`config.mk`:
```
export PLATFORM = sky130hd
export DESIGN_NAME = arp_frame_collector
export DESIGN_NICKNAME = d
export VERILOG_FILES = /design/src/rtl/arp_frame_collector.sv
export SDC_FILE = /design/constraint.sdc
export NUM_CORES = 1
export LEC_CHECK = 0
export ABC_AREA = 1
export CORE_AREA = 2 2 184 186
export DETAILED_ROUTE_END_ITERATION = 12
export DIE_AREA = 0 0 186 188
export PLACE_DENSITY = 0.72
export SLEW_MARGIN = 25
export SYNTH_ARGS = -nofsm -noshare
export SYNTH_HDL_FRONTEND = slang
export SYNTH_SLANG_ARGS = --single-unit
```
`constraint.sdc`:
```
create_clock -name clk -period 2.8 [get_ports clk]
set_clock_uncertainty 0.2 [all_clocks]
set_input_delay 0.28 -clock clk [delete_from_list [all_inputs] [get_ports clk]]
set_output_delay 0.28 -clock clk [all_outputs]
set_load 0.005 [all_outputs]
```
`src/rtl/arp_frame_collector.sv`:
```
// Collects an Ethernet header plus an 8-bit ARP payload stream into one flat
// frame word with length and error status, presented on a valid/ready output.
module arp_frame_collector #(
  parameter int DATA_WIDTH = 8,
  parameter int PAYLOAD_BYTES = 28,
  localparam int TOTAL_WIDTH = 112 + 8 * PAYLOAD_BYTES
) (
  input  logic                   clk,
  input  logic                   rst,
  input  logic                   s_eth_hdr_valid,
  output logic                   s_eth_hdr_ready,
  input  logic [47:0]            s_eth_dest_mac,
  input  logic [47:0]            s_eth_src_mac,
  input  logic [15:0]            s_eth_type,
  input  logic [DATA_WIDTH-1:0]  s_eth_payload_axis_tdata,
  input  logic                   s_eth_payload_axis_tvalid,
  output logic                   s_eth_payload_axis_tready,
  input  logic                   s_eth_payload_axis_tlast,
  input  logic                   s_eth_payload_axis_tuser,
  output logic                   m_frame_valid,
  input  logic                   m_frame_ready,
  output logic [TOTAL_WIDTH-1:0] m_frame_data,
  output logic [5:0]             m_frame_len,
  output logic [2:0]             m_frame_error
);

  typedef enum logic [1:0] {
    ST_IDLE,
    ST_PAYLOAD,
    ST_DRAIN,
    ST_OUTPUT
  } state_t;

  state_t                   state_q, state_d;
  logic [TOTAL_WIDTH-1:0]   data_q, data_d;
  logic [5:0]               len_q, len_d;
  logic [2:0]               err_q, err_d;
  logic                     beat;
  logic [6:0]               len_inc;
  logic [PAYLOAD_BYTES-1:0] lane_sel;

  // Ready/valid are pure decodes of the state register: no input-to-output paths.
  assign s_eth_hdr_ready           = (state_q == ST_IDLE);
  assign s_eth_payload_axis_tready = (state_q == ST_PAYLOAD) || (state_q == ST_DRAIN);
  assign m_frame_valid             = (state_q == ST_OUTPUT);
  assign m_frame_data              = data_q;
  assign m_frame_len               = len_q;
  assign m_frame_error             = err_q;

  assign beat    = s_eth_payload_axis_tvalid && s_eth_payload_axis_tready;
  assign len_inc = {1'b0, len_q} + 7'd1;

  // One-hot byte lane select: payload byte i lands at bits [223-8i -: 8].
  for (genvar gi = 0; gi < PAYLOAD_BYTES; gi++) begin : g_lane
    assign lane_sel[gi] = (len_q == 6'(gi));
  end

  always_comb begin
    state_d = state_q;
    data_d  = data_q;
    len_d   = len_q;
    err_d   = err_q;
    case (state_q)
      ST_IDLE: begin
        if (s_eth_hdr_valid) begin
          data_d = '0;
          data_d[TOTAL_WIDTH-1 -: 112] = {s_eth_dest_mac, s_eth_src_mac, s_eth_type};
          len_d   = '0;
          err_d   = '0;
          state_d = ST_PAYLOAD;
        end
      end
      ST_PAYLOAD: begin
        if (beat) begin
          for (int i = 0; i < PAYLOAD_BYTES; i++) begin
            if (lane_sel[i]) begin
              data_d[8*(PAYLOAD_BYTES-1-i) +: 8] = s_eth_payload_axis_tdata;
            end
          end
          len_d = len_inc[5:0];
          if (s_eth_payload_axis_tuser) begin
            err_d[0] = 1'b1;
          end
          if (s_eth_payload_axis_tlast) begin
            if (len_inc < 7'(PAYLOAD_BYTES)) begin
              err_d[1] = 1'b1;
            end
            state_d = ST_OUTPUT;
          end else if (len_inc == 7'(PAYLOAD_BYTES)) begin
            state_d = ST_DRAIN;
          end
        end
      end
      ST_DRAIN: begin
        // Overlong tail: bytes are dropped but still counted (saturating).
        if (beat) begin
          err_d[2] = 1'b1;
          if (len_q != 6'd63) begin
            len_d = len_inc[5:0];
          end
          if (s_eth_payload_axis_tuser) begin
            err_d[0] = 1'b1;
          end
          if (s_eth_payload_axis_tlast) begin
            state_d = ST_OUTPUT;
          end
        end
      end
      ST_OUTPUT: begin
        if (m_frame_ready) begin
          state_d = ST_IDLE;
        end
      end
      default: begin
        state_d = ST_IDLE;
      end
    endcase
  end

  always_ff @(posedge clk) begin
    if (rst) begin
      state_q <= ST_IDLE;
      data_q  <= '0;
      len_q   <= '0;
      err_q   <= '0;
    end else begin
      state_q <= state_d;
      data_q  <= data_d;
      len_q   <= len_d;
      err_q   <= err_d;
    end
  end

endmodule

```
==> summary.md, run 1 <==
| Metric | Value |
|---|---|
| Status | finished, final reports clean |
| Cell internal pwr | 16.0 mW |
| Psw | 10.7 mW |
| Synth top area cells | dfxtp_1 (54%), nor2_1 (19%), o21ai_0 (11%) |
| CP max FO | 9 |
| Clk_lat worst skew | 0.52 ns |
| Initial Util | 39.2% |
| Post-CTS Resized | 0 |
| CTS tree | done |
| First-pass GRT wire length | 67.8 mm |
| Area leader, netlist | dfxtp_1 |
| Distinct cells, synth | 35 |
| Worst setup margin | 0.233 ns |
| Post-CTS setup buffer count | 0 |
| Unrepaired setup endpoints after global routing | false |
| Maxcap violations | 0 |
| Max Slew Vio Count | 0 |
| PwrDens | 1370 mW/mm^2 |
| Min Tclk post-route | 2.57 ns |
| Area delta synth->final | 50.1% |
| Max Fclk | 390 MHz |
| Largest net degree at the start of global routing | 75 |
| Top-area cell type share of the netlist area | 53.5% |
| Clk root buf | clkbuf_16 |
| All-layer global routing usage | 24.9% |
| Synth warn | 0 |
| Initial antenna violation count | 0 |
| Design Area, Final | 0.0195 mm^2 |
| Post-synthesis sequential area ratio | 53.5% |
| Final setup viols | 0 |
| Slew HR | 51.9% |
| Layout cell share with drive strength beyond 1 | 7.16% |
| Iteration-0 DRC Markers | 816 |
| Cts-stage hold buffer count | 0 |
| Final net count | 2278 |
| Comb pwr share | 50.5% |
| Leak | 7.63 nW |
| Cts bufs inserted | 39 |
| Setup TNS Final | 0 ns |
| Net Sw Frac | 40.0% |
| Vias in the first global route | 12.0k |
| Vias | 12.7k |
| H-tree levels | 2 |
| Clock share of power | 19.3% |
| Final hold vios | 0 |
| Worst EP arrival | 2.09 ns |
| Placed inst area | 0.0182 mm^2 |
| Post-synthesis cell count | 1690 |
| DIE WIDTH | 186 um |
| Antenna diode count | 0 |
| DRT Pass-1 Iters | 5 |
| Final WL | 45.0 mm |
| Worst hold path type | in2reg |
| Die ar. | 0.0350 mm^2 |
| Syn_nets | 1825 |
| Seq cells post-synth | 347 |
| Overflow after GRT | 0 |
| Startpoint types | register |
| IO Pins | 475 |
| Final Util | 58.8% |
| Worst slack, placed | 0.423 ns |
| IO buf count | 474 |
| Critical path class | reg2out |
| Worst-Margin Slew | 0.722 ns |
| DR vias/cell | 4.87 |
| Routed wire per std cell | 17.2 um |
| Crit path capture type | output port |
| Site Rows | 67 |
| Seq pwr share | 30.1% |
| HPWL reported at the end of detailed placement | 32.0 mm |
| Core Region | 0.0331 mm^2 |
| Clock Path Buffers | 3 |
| Clock sink count | 347 |
| VDD IR max | 637 uV |
| Overall die height | 188 um |
| Worst-path clk slew | 0.06 ns |
| GPL Wtd Cong | 0.819 |
| Crit share post-route | 91.7% |
| Post-route antenna net violation count | 0 |
| WP data required | 2.32 ns |
| Synth Cell Area | 0.0130 mm^2 |
| DRC | 0 |
| Post-Syn Area per Cell | 7.68 um^2 |
## cells in the final DEF (no fill, tap or decap), types with 4 or more instances in the layout
master,instances
clkbuf_16,40
inv_1,15
nand2_1,96
clkinv_1,7
nand3_1,31
ha_1,7
nor2_1,649
nand2_2,4
o21ai_1,54
a21oi_1,29
clkinv_2,20
o21ai_0,281
clkdlybuf4s50_1,474
buf_4,22
nor3_1,4
clkbuf_8,4
clkbuf_1,9
bufinv_16,5
clkinv_4,5
inv_2,9
buf_12,9
dfxtp_1,347
nand2_4,24
## power by group through the flow
stage          registers, mW  clock network, mW  logic (mW)
3_3_place_gp            8.06                  0        13.3
5_1_grt                 8.28               5.46        15.1
2_1_floorplan           8.13                  0        7.10
4_1_cts                 8.06               5.28        13.6
6_report                8.04               5.17        13.5
3_5_place_dp            8.14                  0        13.5
## cell type report
type                       count  area (um^2)
clock buffer                  53         1090
timing repair buffer         505         5090
sequential                   347         6950
inverter                      53          249
fill                        2904        13600
tap                          448          561
clock inverter                11          195
multi-input combinational   1197         5350
## path summary, 6_finish.rpt
path / start / to / slack [ns] / cells past startpoint
worst min register to register: m_frame_error[1] / m_frame_error[1] / 0.26 / 2
worst max-delay path: state_q[0] / s_eth_payload_axis_tready / 0.23 / 4
worst max register to register: state_q[1] / m_frame_data[181] / 0.36 / 9
worst min-delay path: s_eth_src_mac[33] / m_frame_data[273] / 0.17 / 3
## Yosys cell counts, drive strengths merged
master / instances
nand2: 124
or2: 1
clkbuf: 64
nor3: 4
nand4: 2
dfxtp: 347
ha: 8
nand3b: 1
a311oi: 1
o211ai: 2
nor2: 654
o22ai: 1
o21bai: 1
inv: 26
buf: 29
o21ai: 338
nand3: 31
clkinv: 27
a21oi: 29
## sequential cells by signal, summed over array words and instances, names as in the netlist
name / flops
m_frame_data: 336
m_frame_error: 3
m_frame_len: 6
state_q: 2
## kinds of logic after synthesis
family	after synthesis	synth area share, %
fa+ha+maj	8	0.771
simple gates	817	25.7
compound gates	372	14.6
buf+inv	146	5.36
flops	347	53.5
## per-stage QoR
step | power [mW] | hold WS [ns] | std cells
finish | 26.7 | 0.169 | 2614
global route | 28.8 | 0.172 | 2614
CTS | 27.0 | 0.156 | 2614
detailed placement | 21.7 | 0.251 | 2550
global placement | 21.4 | 0.242 | 2550
floorplan | 15.2 | 0.245 | 1690
## worst max-delay path, cell delays in order, from the launching register on
cell	delay (ns)
dfxtp_1	0.40
inv_1	0.10
ha_1	0.33
buf_4	0.18
clkdlybuf4s50_1	0.55
## layer usage
| layer | part of all wire (%) | GRT usage [%] | vias up |
|---|---|---|---|
| li1 | - | - | 6332 |
| met5 | 0 | 0 | - |
| met1 | 39 | 28.9 | 5814 |
| met4 | 3.6 | 9.27 | 0 |
| met2 | 48 | 43.0 | 476 |
| met3 | 9.0 | 7.30 | 104 |
No activity file was read; power rests on OpenSTA's default activity.
==> run 2, diff against run 1 <==
REMOVE_ABC_BUFFERS = 1   (was unset)
==> run 2 against run 1 <==
  * Critical endpoint unchanged
  * Worst setup slack got worse by 0.068 ns
  * Largest cell class unchanged
  * Clock power down 4%
  * Critical path type unchanged
  * Clock-buffer cell count grew 7
==> summary.md, run 2 (synthesized netlist as in run 1, its figures left out) <==
| Metric | Value |
|---|---|
| Status | finished, final reports clean |
| Met3 wire length | 4.70 mm |
| Leak | 7.61 nW |
| Setup TNS Final | 0 ns |
| Overall die height | 188 um |
| Final Util | 58.8% |
| Final net count | 2270 |
| GPL Wtd Cong | 0.865 |
| Clk root buf | clkbuf_16 |
| First-pass GRT wire length | 68.6 mm |
| Final setup viols | 0 |
| Crit path capture type | output port |
| Final WL | 46.2 mm |
| Worst EP arrival | 2.15 ns |
| Met2 routed WL | 22.2 mm |
| Max Slew Vio Count | 0 |
| Routed wire per std cell | 17.6 um |
| Overflow after GRT | 0 |
| Post-CTS setup buffer count | 0 |
| Met1 WL | 17.4 mm |
| DR top layer | met4 |
| Largest net degree at the start of global routing | 111 |
| Clk_lat worst skew | 0.51 ns |
| Final hold vios | 0 |
| CP max FO | 9 |
| Unrepaired setup endpoints after global routing | false |
| Clock Path Buffers | 3 |
| Clock sink count | 347 |
| PwrDens | 1360 mW/mm^2 |
| Reg-to-reg startpoint | state_q[0] |
| Core Region | 0.0331 mm^2 |
| CTS tree | done |
| Min Tclk post-route | 2.63 ns |
| Initial Util | 39.2% |
| Critical path startpoint | state_q[0] |
| Max Fclk | 380 MHz |
| IO Pins | 475 |
| WHS | 0.182 ns |
| DRC | 0 |
| Critical path class | reg2out |
| Commonest cells after routing, fill and taps aside | nor2_1 (649), clkdlybuf4s50_1 (474), dfxtp_1 (347) |
| Site Rows | 67 |
| Startpoint types | register |
| Maxcap violations | 0 |
| Worst hold path type | in2reg |
| All-layer global routing usage | 25.3% |
| Vias in the first global route | 12.2k |
| Cts-stage hold buffer count | 0 |
| Worst slack, placed | 0.365 ns |
| Post-CTS Resized | 0 |
| Design Area, Final | 0.0195 mm^2 |
| Commonest non-fill, non-tap cell in the layout | nor2_1 |
| Initial antenna violation count | 14 |
| Worst setup margin | 0.166 ns |
| HPWL reported at the end of detailed placement | 32.8 mm |
| DR vias/cell | 4.87 |
| WP data required | 2.32 ns |
| IO buf count | 474 |
| Slew HR | 47.0% |
| Crit share post-route | 94.1% |
| Area delta synth->final | 50.0% |
| Placed cell count | 2544 |
| Total power | 26.4 mW |
| Worst-path clk slew | 0.06 ns |
| Post-route antenna net violation count | 0 |
| Vias | 12.8k |
| Die ar. | 0.0350 mm^2 |
| DIE WIDTH | 186 um |
| Max FFs per register | 336 |
| Layout cell share with drive strength beyond 1 | 6.98% |
| Post-route insts no fill | 2624 |
| VDD IR max | 794 uV |
| H-tree levels | 2 |
| Iteration-0 DRC Markers | 732 |
| Placed inst area | 0.0182 mm^2 |
| DRT Pass-1 Iters | 5 |
| Cts bufs inserted | 37 |
| Worst-Margin Slew | 0.787 ns |
| Min-Delay Startpoint | s_eth_src_mac[23] |
[run 2: worst paths after layout]
check,cells past startpoint,slack (ns),to
min,3,0.18,m_frame_data[263]
min reg2reg,2,0.27,m_frame_data[30]
max reg2reg,9,0.32,m_frame_data[88]
max,4,0.17,s_eth_payload_axis_tready
[run 2: power by group]
group	switching (mW)	internal (mW)	leakage, nW
clock	1.95	3.03	0.620
combinational	7.46	5.96	4.13
sequential	1.11	6.93	2.86
[run 2: area by class of cell]
type,instances,area [um^2]
fillers,2966,13600
flip-flops and latches,347,6950
multi-input cells,1197,5350
repair buffers,499,5080
clock buffers,60,1160
well taps,448,561
inverters,53,253
clock inverters,7,88.8
diodes,13,32.5
[run 2: layer usage]
metal / global-route usage, % / up-vias
li1: - / 6346
met1: 27.6 / 5841
met2: 43.3 / 476
met3: 9.17 / 107
met4: 12.1 / 0
met5: 0 / -
[run 2: critical path, cell delays in order (launching register included)]
cell and delay (ns):
dfxtp_1 0.42, inv_1 0.11, ha_1 0.33, buf_4 0.19, clkdlybuf4s50_1 0.59
